`config.mk`:
```
export PLATFORM = sky130hd
export DESIGN_NAME = reg_scoreboard_flat
export DESIGN_NICKNAME = d
export VERILOG_FILES = /design/src/rtl/reg_scoreboard_pkg.sv /design/src/rtl/reg_scoreboard_if.sv /design/src/rtl/reg_scoreboard_hazard_cmp.sv /design/src/rtl/reg_scoreboard.sv /design/src/flat_wrapper.sv
export SDC_FILE = /design/constraint.sdc
export NUM_CORES = 1
export LEC_CHECK = 0
export ABC_CLOCK_PERIOD_IN_PS = 2300
export BUFFER_PORTS_ARGS = -buffer_cell sky130_fd_sc_hd__buf_2
export CORE_AREA = 5 5 73 75
export CTS_BUF_LIST = sky130_fd_sc_hd__clkbuf_4
export DETAILED_ROUTE_END_ITERATION = 8
export DIE_AREA = 0 0 78 80
export SYNTH_ARGS = -nofsm -noshare
export SYNTH_HDL_FRONTEND = slang
export SYNTH_HIERARCHICAL = 1
export SYNTH_SLANG_ARGS = --single-unit
export TNS_END_PERCENT = 1
```
`constraint.sdc`:
```
create_clock -name clk -period 2.3 [get_ports clk]
set_input_delay 0.115 -clock clk [delete_from_list [all_inputs] [get_ports clk]]
set_output_delay 0.115 -clock clk [all_outputs]
set_load 0.005 [all_outputs]
```
`src/rtl/reg_scoreboard_pkg.sv`:
```
// Shared types and constants for the decode-stage register scoreboard.
package reg_scoreboard_pkg;

  localparam int NUM_REGS = 8;
  localparam int ADDR_W   = $clog2(NUM_REGS);
  localparam int DEPTH    = 3;

  localparam logic [ADDR_W-1:0] LINK_REG = 3'd7;

  typedef enum logic [1:0] {
    RUN,
    DRAIN,
    HALTED
  } sb_state_t;

  typedef struct packed {
    logic              v;
    logic [ADDR_W-1:0] addr;
  } sb_entry_t;

  function automatic logic entry_match(input sb_entry_t e, input logic [ADDR_W-1:0] r);
    return e.v && (e.addr == r);
  endfunction

endpackage

```
`src/rtl/reg_scoreboard_if.sv`:
```
// Decode <-> scoreboard signal bundle; master is the decode side, slave the scoreboard.
interface reg_scoreboard_if #(
  parameter int CNT_W = 16
);
  import reg_scoreboard_pkg::*;

  logic              id_valid;
  logic              id_wr_en;
  logic [ADDR_W-1:0] id_wr_reg;
  logic [ADDR_W-1:0] id_rs_reg;
  logic              id_rs_used;
  logic [ADDR_W-1:0] id_rt_reg;
  logic              id_rt_used;
  logic              id_halt;
  logic              ex_flush;
  logic              mem_hold;

  logic              issue;
  logic              stall;
  logic              wb_reg_en;
  logic [ADDR_W-1:0] wb_reg_sel;
  logic              busy;
  logic              halted;
  logic [CNT_W-1:0]  stall_cnt;

  modport master (
    output id_valid, id_wr_en, id_wr_reg, id_rs_reg, id_rs_used,
           id_rt_reg, id_rt_used, id_halt, ex_flush, mem_hold,
    input  issue, stall, wb_reg_en, wb_reg_sel, busy, halted, stall_cnt
  );

  modport slave (
    input  id_valid, id_wr_en, id_wr_reg, id_rs_reg, id_rs_used,
           id_rt_reg, id_rt_used, id_halt, ex_flush, mem_hold,
    output issue, stall, wb_reg_en, wb_reg_sel, busy, halted, stall_cnt
  );

endinterface

```
`src/rtl/reg_scoreboard_hazard_cmp.sv`:
```
// RAW hazard check of one decode source against the EX and MEM entries.
// A WB-stage match is deliberately ignored: the RF write-before-read covers it.
module sb_hazard_cmp
  import reg_scoreboard_pkg::*;
(
  input  logic [ADDR_W-1:0] src,
  input  logic              used,
  input  sb_entry_t         s0,
  input  sb_entry_t         s1,
  output logic              hit
);

  assign hit = used & (entry_match(s0, src) | entry_match(s1, src));

endmodule

```
`src/rtl/reg_scoreboard.sv`:
```
// Issue/writeback scheduler: tracks in-flight destinations, stalls decode on
// uncovered RAW hazards, times the RF write port and sequences halt drain.
module reg_scoreboard
  import reg_scoreboard_pkg::*;
#(
  parameter int CNT_W = 16
) (
  input logic            clk,
  input logic            rst,
  reg_scoreboard_if.slave bus
);

  localparam logic [CNT_W-1:0] CNT_MAX = '1;

  sb_state_t        state_q, state_d;
  sb_entry_t        stage_q [DEPTH];
  sb_entry_t        stage_d [DEPTH];
  logic             pend_flush_q, pend_flush_d;
  logic [CNT_W-1:0] stall_cnt_q, stall_cnt_d;

  logic hit_rs, hit_rt;
  logic run, flush_now, stall, issue, busy;

  sb_hazard_cmp u_cmp_rs (
    .src  (bus.id_rs_reg),
    .used (bus.id_rs_used),
    .s0   (stage_q[0]),
    .s1   (stage_q[1]),
    .hit  (hit_rs)
  );

  sb_hazard_cmp u_cmp_rt (
    .src  (bus.id_rt_reg),
    .used (bus.id_rt_used),
    .s0   (stage_q[0]),
    .s1   (stage_q[1]),
    .hit  (hit_rt)
  );

  always_comb begin
    run       = (state_q == RUN);
    flush_now = bus.ex_flush | pend_flush_q;
    stall     = bus.id_valid & run & (hit_rs | hit_rt);
    issue     = bus.id_valid & run & ~stall & ~bus.mem_hold & ~flush_now;
    busy      = 1'b0;
    for (int i = 0; i < DEPTH; i++) begin
      busy = busy | stage_q[i].v;
    end
  end

  // A flush seen during a memory hold is remembered and applied on release.
  always_comb begin
    stage_d      = stage_q;
    pend_flush_d = 1'b0;
    if (bus.mem_hold) begin
      pend_flush_d = pend_flush_q | bus.ex_flush;
    end else begin
      for (int i = DEPTH - 1; i > 0; i--) begin
        stage_d[i] = stage_q[i-1];
      end
      stage_d[0].v    = issue & bus.id_wr_en;
      stage_d[0].addr = bus.id_wr_reg;
    end
  end

  always_comb begin
    state_d = state_q;
    case (state_q)
      RUN:     if (issue && bus.id_halt) state_d = DRAIN;
      DRAIN:   if (!busy) state_d = HALTED;
      HALTED:  state_d = HALTED;
      default: state_d = RUN;
    endcase
  end

  always_comb begin
    stall_cnt_d = stall_cnt_q;
    if (stall && (stall_cnt_q != CNT_MAX)) begin
      stall_cnt_d = stall_cnt_q + 1'b1;
    end
  end

  always_ff @(posedge clk) begin
    if (!rst) begin
      state_q      <= RUN;
      stage_q      <= '{default: '0};
      pend_flush_q <= 1'b0;
      stall_cnt_q  <= '0;
    end else begin
      state_q      <= state_d;
      stage_q      <= stage_d;
      pend_flush_q <= pend_flush_d;
      stall_cnt_q  <= stall_cnt_d;
    end
  end

  assign bus.issue      = issue;
  assign bus.stall      = stall;
  assign bus.wb_reg_en  = stage_q[DEPTH-1].v & ~bus.mem_hold;
  assign bus.wb_reg_sel = stage_q[DEPTH-1].addr;
  assign bus.busy       = busy;
  assign bus.halted     = (state_q == HALTED);
  assign bus.stall_cnt  = stall_cnt_q;

endmodule

```
`src/flat_wrapper.sv`:
```
// flat-port wrapper written by rule: the top's interface ports become plain ports
module reg_scoreboard_flat import reg_scoreboard_pkg::*;
#(
  parameter int CNT_W = 16
)
  (clk, rst, bus_id_valid, bus_id_wr_en, bus_id_wr_reg, bus_id_rs_reg, bus_id_rs_used, bus_id_rt_reg, bus_id_rt_used, bus_id_halt, bus_ex_flush, bus_mem_hold, bus_issue, bus_stall, bus_wb_reg_en, bus_wb_reg_sel, bus_busy, bus_halted, bus_stall_cnt);
  reg_scoreboard_if #(.CNT_W(CNT_W)) bus_i ();
  input logic clk;
  input logic rst;
  input wire logic [$bits(bus_i.id_valid)-1:0] bus_id_valid;
  input wire logic [$bits(bus_i.id_wr_en)-1:0] bus_id_wr_en;
  input wire logic [$bits(bus_i.id_wr_reg)-1:0] bus_id_wr_reg;
  input wire logic [$bits(bus_i.id_rs_reg)-1:0] bus_id_rs_reg;
  input wire logic [$bits(bus_i.id_rs_used)-1:0] bus_id_rs_used;
  input wire logic [$bits(bus_i.id_rt_reg)-1:0] bus_id_rt_reg;
  input wire logic [$bits(bus_i.id_rt_used)-1:0] bus_id_rt_used;
  input wire logic [$bits(bus_i.id_halt)-1:0] bus_id_halt;
  input wire logic [$bits(bus_i.ex_flush)-1:0] bus_ex_flush;
  input wire logic [$bits(bus_i.mem_hold)-1:0] bus_mem_hold;
  output wire logic [$bits(bus_i.issue)-1:0] bus_issue;
  output wire logic [$bits(bus_i.stall)-1:0] bus_stall;
  output wire logic [$bits(bus_i.wb_reg_en)-1:0] bus_wb_reg_en;
  output wire logic [$bits(bus_i.wb_reg_sel)-1:0] bus_wb_reg_sel;
  output wire logic [$bits(bus_i.busy)-1:0] bus_busy;
  output wire logic [$bits(bus_i.halted)-1:0] bus_halted;
  output wire logic [$bits(bus_i.stall_cnt)-1:0] bus_stall_cnt;
  assign bus_i.id_valid = bus_id_valid;
  assign bus_i.id_wr_en = bus_id_wr_en;
  assign bus_i.id_wr_reg = bus_id_wr_reg;
  assign bus_i.id_rs_reg = bus_id_rs_reg;
  assign bus_i.id_rs_used = bus_id_rs_used;
  assign bus_i.id_rt_reg = bus_id_rt_reg;
  assign bus_i.id_rt_used = bus_id_rt_used;
  assign bus_i.id_halt = bus_id_halt;
  assign bus_i.ex_flush = bus_ex_flush;
  assign bus_i.mem_hold = bus_mem_hold;
  assign bus_issue = bus_i.issue;
  assign bus_stall = bus_i.stall;
  assign bus_wb_reg_en = bus_i.wb_reg_en;
  assign bus_wb_reg_sel = bus_i.wb_reg_sel;
  assign bus_busy = bus_i.busy;
  assign bus_halted = bus_i.halted;
  assign bus_stall_cnt = bus_i.stall_cnt;
  reg_scoreboard #(.CNT_W(CNT_W)) u_core (.clk(clk), .rst(rst), .bus(bus_i));
endmodule
```
==> metrics.txt, run 1 <==
outcome finished clean; synthesized cell area 0.001794 mm^2; CTS Sinks 31; Total Negative Setup Slacks 0 ns; gr usage total 0.1405; dpl hpwl roughly 3 mm; die area 0.006240 mm^2; Power Dens Cells 544.5 mW/mm^2; initial antenna violation count 0; Final Cycle Share 0.9328; IO Pins 42; Synth warnings 6; Worst-Skew Late Latency between 0.3 and 0.4 ns; Clock transition at path regs about 0.1 ns; Fmax 466.1 MHz; Worst Skew 0.005617 ns; placed insts 284; kind of critical path reg -> reg; R2R depth 8; Antenna Nets Post-Route 0; Post-synth top cells dfxtp_1 (31), nand2_1 (17), nor2_1 (17), mux2i_1 (15), xnor2_1 (12); final hold slack 0.02645 ns; ANT cells 0; Worst setup SP type flip-flop; Max-cap violations 0; Seq/Total Area, Yosys 0.3459; Core ar. around 0.0046 mm^2; total grt overflow 0; cell taking the most area after synthesis dfxtp_1; Avg Vias per Cell between 5 and 6; pin count of the biggest net entering global routing 25; Root Buffer clkbuf_4; RD Place Congestion slightly above 0.8; type of element capturing the critical path flip-flop; ys flop type dfxtp_1; fin cells 293; leakage power 0.9048 nW; initial core utilization 0.3902; top cells by area, synth dfxtp_1 (35%), mux2i_1 (8.4%), xnor2_1 (5.9%); Hold Vio Cnt, Final 0; Netlist cell types just over 50; Async S/R FF share, synth 0; routed wire length 4.167 mm; # rows 25; Worst Tran Pin Value 0.5376 ns; routed len/inst 14.22 um; via count 1,589; hold crit path type in -> reg; CTS tree done; Util after Layout 0.4623; Post-route DRC 0; Hold Crit Depth 3; fillers 480; chip height 80 um; PortBufs 41; WP data required 2.54 ns; Gate Count Post-Synth 196; clk buf depth 2; number of synthesized flops with an enable pin 0; area grow syn2layout 18.48%; TritonRoute pass-1 iters 4; fraction of layout cells with a size suffix above 1 0.2845; Layout Nets 261; min Tclk post-route 2.146 ns; first-pass GRT wire length 7.148 mm; number of global-route vias before repair 1,532; CTS buffer count 5; Syn Nets between 200 and 250; Max FO, Critical Path 10; die width 78 um; RSZ-0062 raised after global routing no; top cell type's share of synthesized area 0.3459; CP arrival about 2.4 ns; depth of the CTS H-tree 2; Worst slew margin 0.6414; most common cell in the netlist dfxtp_1; VDD IR-drop max between 300 and 400 uV; Detailed Route Iter0 Violations 51; Syn Area/Cell approximately 9.2 um^2; Slew Limit Fails 0; Setup violations, final 0; Synth Register Bits 31
[cells in the final DEF, fill, tap and decap left out, types with 2 or more instances in the layout]
master and count:
clkbuf_4 5, nand2b_1 2, nand3_4 2, nor2_1 17, ha_1 5, inv_1 6, a21oi_1 4, buf_4 3
and3_1 4, nor4_4 2, o21ai_0 6, nor3_1 3, a22oi_1 2, and2_1 2, nor2b_1 3, a311oi_1 3
a31oi_1 4, nand4_1 6, o211ai_1 3, mux2i_1 15, nand3_1 9, xnor2_1 12, a211o_2 2, dfxtp_1 31
a41oi_1 2, o21bai_1 2, buf_2 41, nand2_1 17
[cell families (layout without fill, tap and decap cells)]
family                   Yosys count  count (layout)  synth area share
AND/OR/NAND/NOR                   79              79            0.2671
AO/OA/AOI/OAI                     37              37            0.1653
multiplexers                      15              15           0.08368
XOR/XNOR                          12              12           0.05858
buffers and inverters             17              60           0.04462
flip-flops                        31              31            0.3459
adder cells (fa/ha/maj)            5               5           0.03487
[state kept, by name, summed over array words and instances, names as in the netlist]
register,flops
u_core/bus.stall_cnt,16
u_core/pend_flush_q,1
u_core/bus.wb_reg_sel,3
u_core/state_q,2
u_core/stage_q,9
[stage by stage]
stage / setup WS (ns) / instance area (um^2) / total power [mW]
2_1_floorplan: 0.3991 / 1794 / 0.7095
3_3_place_gp: 0.2220 / 2036 / 0.7577
3_5_place_dp: 0.2001 / 2036 / 0.7611
4_1_cts: 0.1471 / 2122 / 1.186
5_1_grt: 0.0003788 / 2126 / 1.221
6_report: 0.1545 / 2126 / 1.157
[worst max-delay path: stages (launching register included)]
cell and delay, ns:
dfxtp_1 0.42, xnor2_1 0.16, nand4_1 0.12, a21boi_1 0.28
o211ai_4 0.20, buf_4 0.21, or4_1 0.48, o21a_1 0.13
o311ai_2 0.07
[final cells by class]
type | instances | area, um^2 | share of cell area
Multi-Input combinational cell | 148 | 1097 | 0.5162
Sequential cell | 31 | 620.6 | 0.2919
Timing Repair Buffer | 45 | 237.7 | 0.1118
Tap cell | 54 | 67.56 | 0.03178
Clock inverter | 3 | 38.79 | 0.01825
Clock buffer | 5 | 37.54 | 0.01766
Inverter | 7 | 26.28 | 0.01236
[layer usage]
layer | track usage | share of wire | vias up
met5 | 0 | 0 | -
met2 | 0.2087 | 0.45 | 41
li1 | - | - | 798
met4 | 0.05743 | 0.0086 | 0
met3 | 0.04740 | 0.067 | 4
met1 | 0.1854 | 0.47 | 746
[worst paths after layout]
path	start	endpoint	slack, ns
max	u_core/stage_q[8]$_SDFFE_PN0N_	u_core/bus.stall_cnt[0]$_SDFFE_PN0P_	0.15
min	bus_id_wr_reg[1]	u_core/stage_q[9]$_SDFFE_PN0N_	0.03
max reg2reg	u_core/stage_q[8]$_SDFFE_PN0N_	u_core/bus.stall_cnt[0]$_SDFFE_PN0P_	0.15
min reg2reg	u_core/pend_flush_q$_SDFF_PN0_	u_core/pend_flush_q$_SDFF_PN0_	0.49
[timing repair]
| action | in CTS | in global routing |
|---|---|---|
| hold buffers | 1 | 0 |
| endpoints found under the hold margin | 1 | 0 |
| resized for setup | 0 | 1 |
| setup buffers | 0 | 0 |
| setup endpoints to repair | 0 | 2 |
[report_power, final]
group | internal [mW] | switching, mW | total, mW
registers | 0.556 | 0.0179 | 0.574
clock network | 0.223 | 0.187 | 0.411
logic | 0.0801 | 0.0922 | 0.172
No activity file was read; power rests on OpenSTA's default activity.
==> run 2: changes to the inputs <==
--- a/config.mk
+++ b/config.mk
@@ -7,10 +7,11 @@
 export LEC_CHECK = 0
 export ABC_CLOCK_PERIOD_IN_PS = 2300
 export BUFFER_PORTS_ARGS = -buffer_cell sky130_fd_sc_hd__buf_2
-export CORE_AREA = 5 5 73 75
+export CORE_AREA = 5 5 87 65
 export CTS_BUF_LIST = sky130_fd_sc_hd__clkbuf_4
 export DETAILED_ROUTE_END_ITERATION = 8
-export DIE_AREA = 0 0 78 80
+export DIE_AREA = 0 0 92 70
+export GPL_ROUTABILITY_DRIVEN = 0
 export SYNTH_ARGS = -nofsm -noshare
 export SYNTH_HDL_FRONTEND = slang
 export SYNTH_HIERARCHICAL = 1
==> run 2 against run 1 <==
Net effect:
- highest routed layer unchanged
- critical path depth fell by 1
- sequential share of layout area rose by 0.47 points
- via count fell by 3.3%
- flip-flop and latch count did not move
- global-route usage fell by 0.51 points
- critical endpoint is now u_core/bus.stall_cnt[9]$_SDFFE_PN0P_
==> metrics.txt, run 2 (synthesis gave the netlist of run 1 again) <==
total power 1.048 mW (was 1.157 mW); Fmax 478.1 MHz (was 466.1 MHz); Antenna Nets Post-Route 0 (unchanged); Reg-to-Reg Start u_core/stage_q[5]$_SDFFE_PN0N_ (was u_core/stage_q[8]$_SDFFE_PN0N_); Combinational Power Share 0.168 (was 0.149); total grt overflow 0 (unchanged); Final Cycle Share 0.9094 (was 0.9328); Power Dens Cells 501.1 mW/mm^2 (was 544.5 mW/mm^2); Avg Vias per Cell 5.224 (was 5.423); WHS Endpoint u_core/stage_q[9]$_SDFFE_PN0N_ (unchanged); RSZ-0062 raised after global routing no (unchanged); type of element capturing the critical path flip-flop (unchanged); leakage power 0.8846 nW (was 0.9048 nW); depth of the CTS H-tree 2 (unchanged); Resized cells post-CTS 0 (unchanged); die area 0.006440 mm^2 (was 0.006240 mm^2); most common cell after layout, fill and taps aside buf_2 (unchanged); Switching Share 0.2736 (was 0.2569); Worst setup SP type flip-flop (unchanged); pin count of the biggest net entering global routing 25 (unchanged); outcome finished clean (unchanged); setup ws final 0.2083 ns (was 0.1545 ns); Post-CTS Hold Buffers 0 (was 1); fraction of layout cells with a size suffix above 1 0.2827 (was 0.2845); Post-route DRC 0 (unchanged); WP data required 2.51 ns (was 2.54 ns); register area 620.6 um^2 (unchanged); Hold Vio Cnt, Final 0 (unchanged); Sw Pwr 0.2868 mW (was 0.2974 mW); IO Pins 42 (unchanged); R2R depth 7 (was 8); ANT cells 0 (unchanged); Layout Nets 259 (was 261); # rows 21 (was 25); Clock power frac 0.284 (was 0.355); min Tclk post-route 2.092 ns (was 2.146 ns); initial antenna violation count 0 (unchanged); fin cells 294 (was 293); number of global-route vias before repair 1,433 (was 1,532); first-pass GRT wire length 6.996 mm (was 7.148 mm); Largest register FFs 16 (unchanged); FF-to-FF End u_core/bus.stall_cnt[9]$_SDFFE_PN0P_ (was u_core/bus.stall_cnt[0]$_SDFFE_PN0P_); placed insts 286 (was 284); Max FO, Critical Path 17 (was 10); Multi-input gate area 0.001101 mm^2 (was 0.001097 mm^2); Detailed Route Iter0 Violations 96 (was 51); PortBufs 41 (unchanged); r2r setup slk 0.21 ns (was 0.15 ns); TritonRoute pass-1 iters 5 (was 4); Post-CTS Setup Bufs 0 (unchanged); Clock transition at path regs 0.09 ns (was 0.10 ns); Core ar. 0.004677 mm^2 (was 0.004598 mm^2); Worst slew margin 0.6313 (was 0.6414); final hold slack 0.02808 ns (was 0.02645 ns); Root Buffer clkbuf_4 (unchanged); routed wire length 4.082 mm (was 4.167 mm); Hold Crit Depth 3 (unchanged); Total Negative Setup Slacks 0 ns (unchanged); CTS Sinks 31 (unchanged); via count 1,536 (was 1,589); routed len/inst 13.88 um (was 14.22 um); hold path start bus_id_wr_reg[1] (unchanged); Setup violations, final 0 (unchanged); initial core utilization 0.3836 (was 0.3902); Worst Tran Pin Value 0.5504 ns (was 0.5376 ns); VDD IR-drop max 171.3 uV (was 347.5 uV); area grow syn2layout 16.60% (was 18.48%); Internal Pwr Total 0.7614 mW (was 0.8601 mW); Worst-Skew Late Latency 0.33 ns (was 0.32 ns); chip height 70 um (was 80 um); die width 92 um (was 78 um); Seq pwr share 0.548 (was 0.496); kind of critical path reg -> reg (unchanged); clk buf depth 2 (unchanged); Worst Skew 0.01229 ns (was 0.005617 ns); fillers 460 (was 480); pre-CTS setup slack 0.1697 ns (was 0.2001 ns); Slew Limit Fails 0 (unchanged); gr usage total 0.1354 (was 0.1405); CP arrival 2.30 ns (was 2.39 ns); Max-cap violations 0 (unchanged); CTS buffer count 5 (unchanged); dpl hpwl 3.033 mm (was 3.027 mm); most frequent cells in the layout buf_2 (41), dfxtp_1 (31), nor2_1 (17), nand2_1 (17), mux2i_1 (15) (unchanged); hold crit path type in -> reg (unchanged); CTS tree done (unchanged)
-- run 2: cell types whose count changed in the layout (fill, tap and decap cells not counted) --
| cell | change |
|---|---|
| clkbuf_4 | +1 |
| bufinv_16 | -1 |
| a21boi_2 | +1 |
| dlygate4sd3_1 | -1 |
| clkinv_2 | -1 |
| buf_4 | -1 |
| clkinv_1 | +1 |
| a21boi_1 | -1 |
-- run 2: power groups by stage --
| stage | Combinational (mW) | Clock [mW] | Sequential [mW] |
|---|---|---|---|
| floorplan | 0.127 | 0 | 0.583 |
| global placement | 0.177 | 0 | 0.586 |
| detailed placement | 0.176 | 0 | 0.588 |
| CTS | 0.178 | 0.315 | 0.575 |
| global route | 0.200 | 0.346 | 0.578 |
| finish | 0.176 | 0.298 | 0.575 |
-- run 2: worst max path at each step --
stage                                                       to  depth (start not counted)                           start
after floorplan           u_core/bus.stall_cnt[9]$_SDFFE_PN0P_                          7  u_core/stage_q[4]$_SDFFE_PN0N_
after global placement    u_core/bus.stall_cnt[9]$_SDFFE_PN0P_                          7  u_core/stage_q[5]$_SDFFE_PN0N_
after detailed placement  u_core/bus.stall_cnt[9]$_SDFFE_PN0P_                          7  u_core/stage_q[5]$_SDFFE_PN0N_
after CTS                 u_core/bus.stall_cnt[9]$_SDFFE_PN0P_                          7  u_core/stage_q[5]$_SDFFE_PN0N_
after global routing      u_core/bus.stall_cnt[9]$_SDFFE_PN0P_                          7  u_core/stage_q[5]$_SDFFE_PN0N_
final                     u_core/bus.stall_cnt[9]$_SDFFE_PN0P_                          7  u_core/stage_q[5]$_SDFFE_PN0N_
-- run 2: area by class of cell --
class,count,area share
Timing Repair Buffer,43,0.1053
Inverter,7,0.01256
Multi-Input combinational cell,148,0.5263
Clock inverter,2,0.003589
Tap cell,57,0.03409
Clock buffer,6,0.02153
Sequential cell,31,0.2967
-- run 2: critical path, stage by stage, from the launching register on --
cell,delay (ns)
dfxtp_1,0.41
xnor2_1,0.15
nand4_1,0.13
a21boi_2,0.23
o211ai_4,0.23
or4_4,0.60
a21oi_1,0.14
o21bai_1,0.08
-- run 2: through the flow --
step                      utilization  cell area, um^2
final                          0.4473             2092
after global routing           0.4473             2092
after CTS                      0.4457             2085
after detailed placement       0.4345             2032
after global placement         0.4345             2032
after floorplan                     -             1794
-- run 2: layer usage --
metal / track usage / part of all wire
met1: 0.1974 / 0.52
met2: 0.1820 / 0.42
met3: 0.04506 / 0.059
met4: 0.04942 / 0.0083
met5: 0 / 0
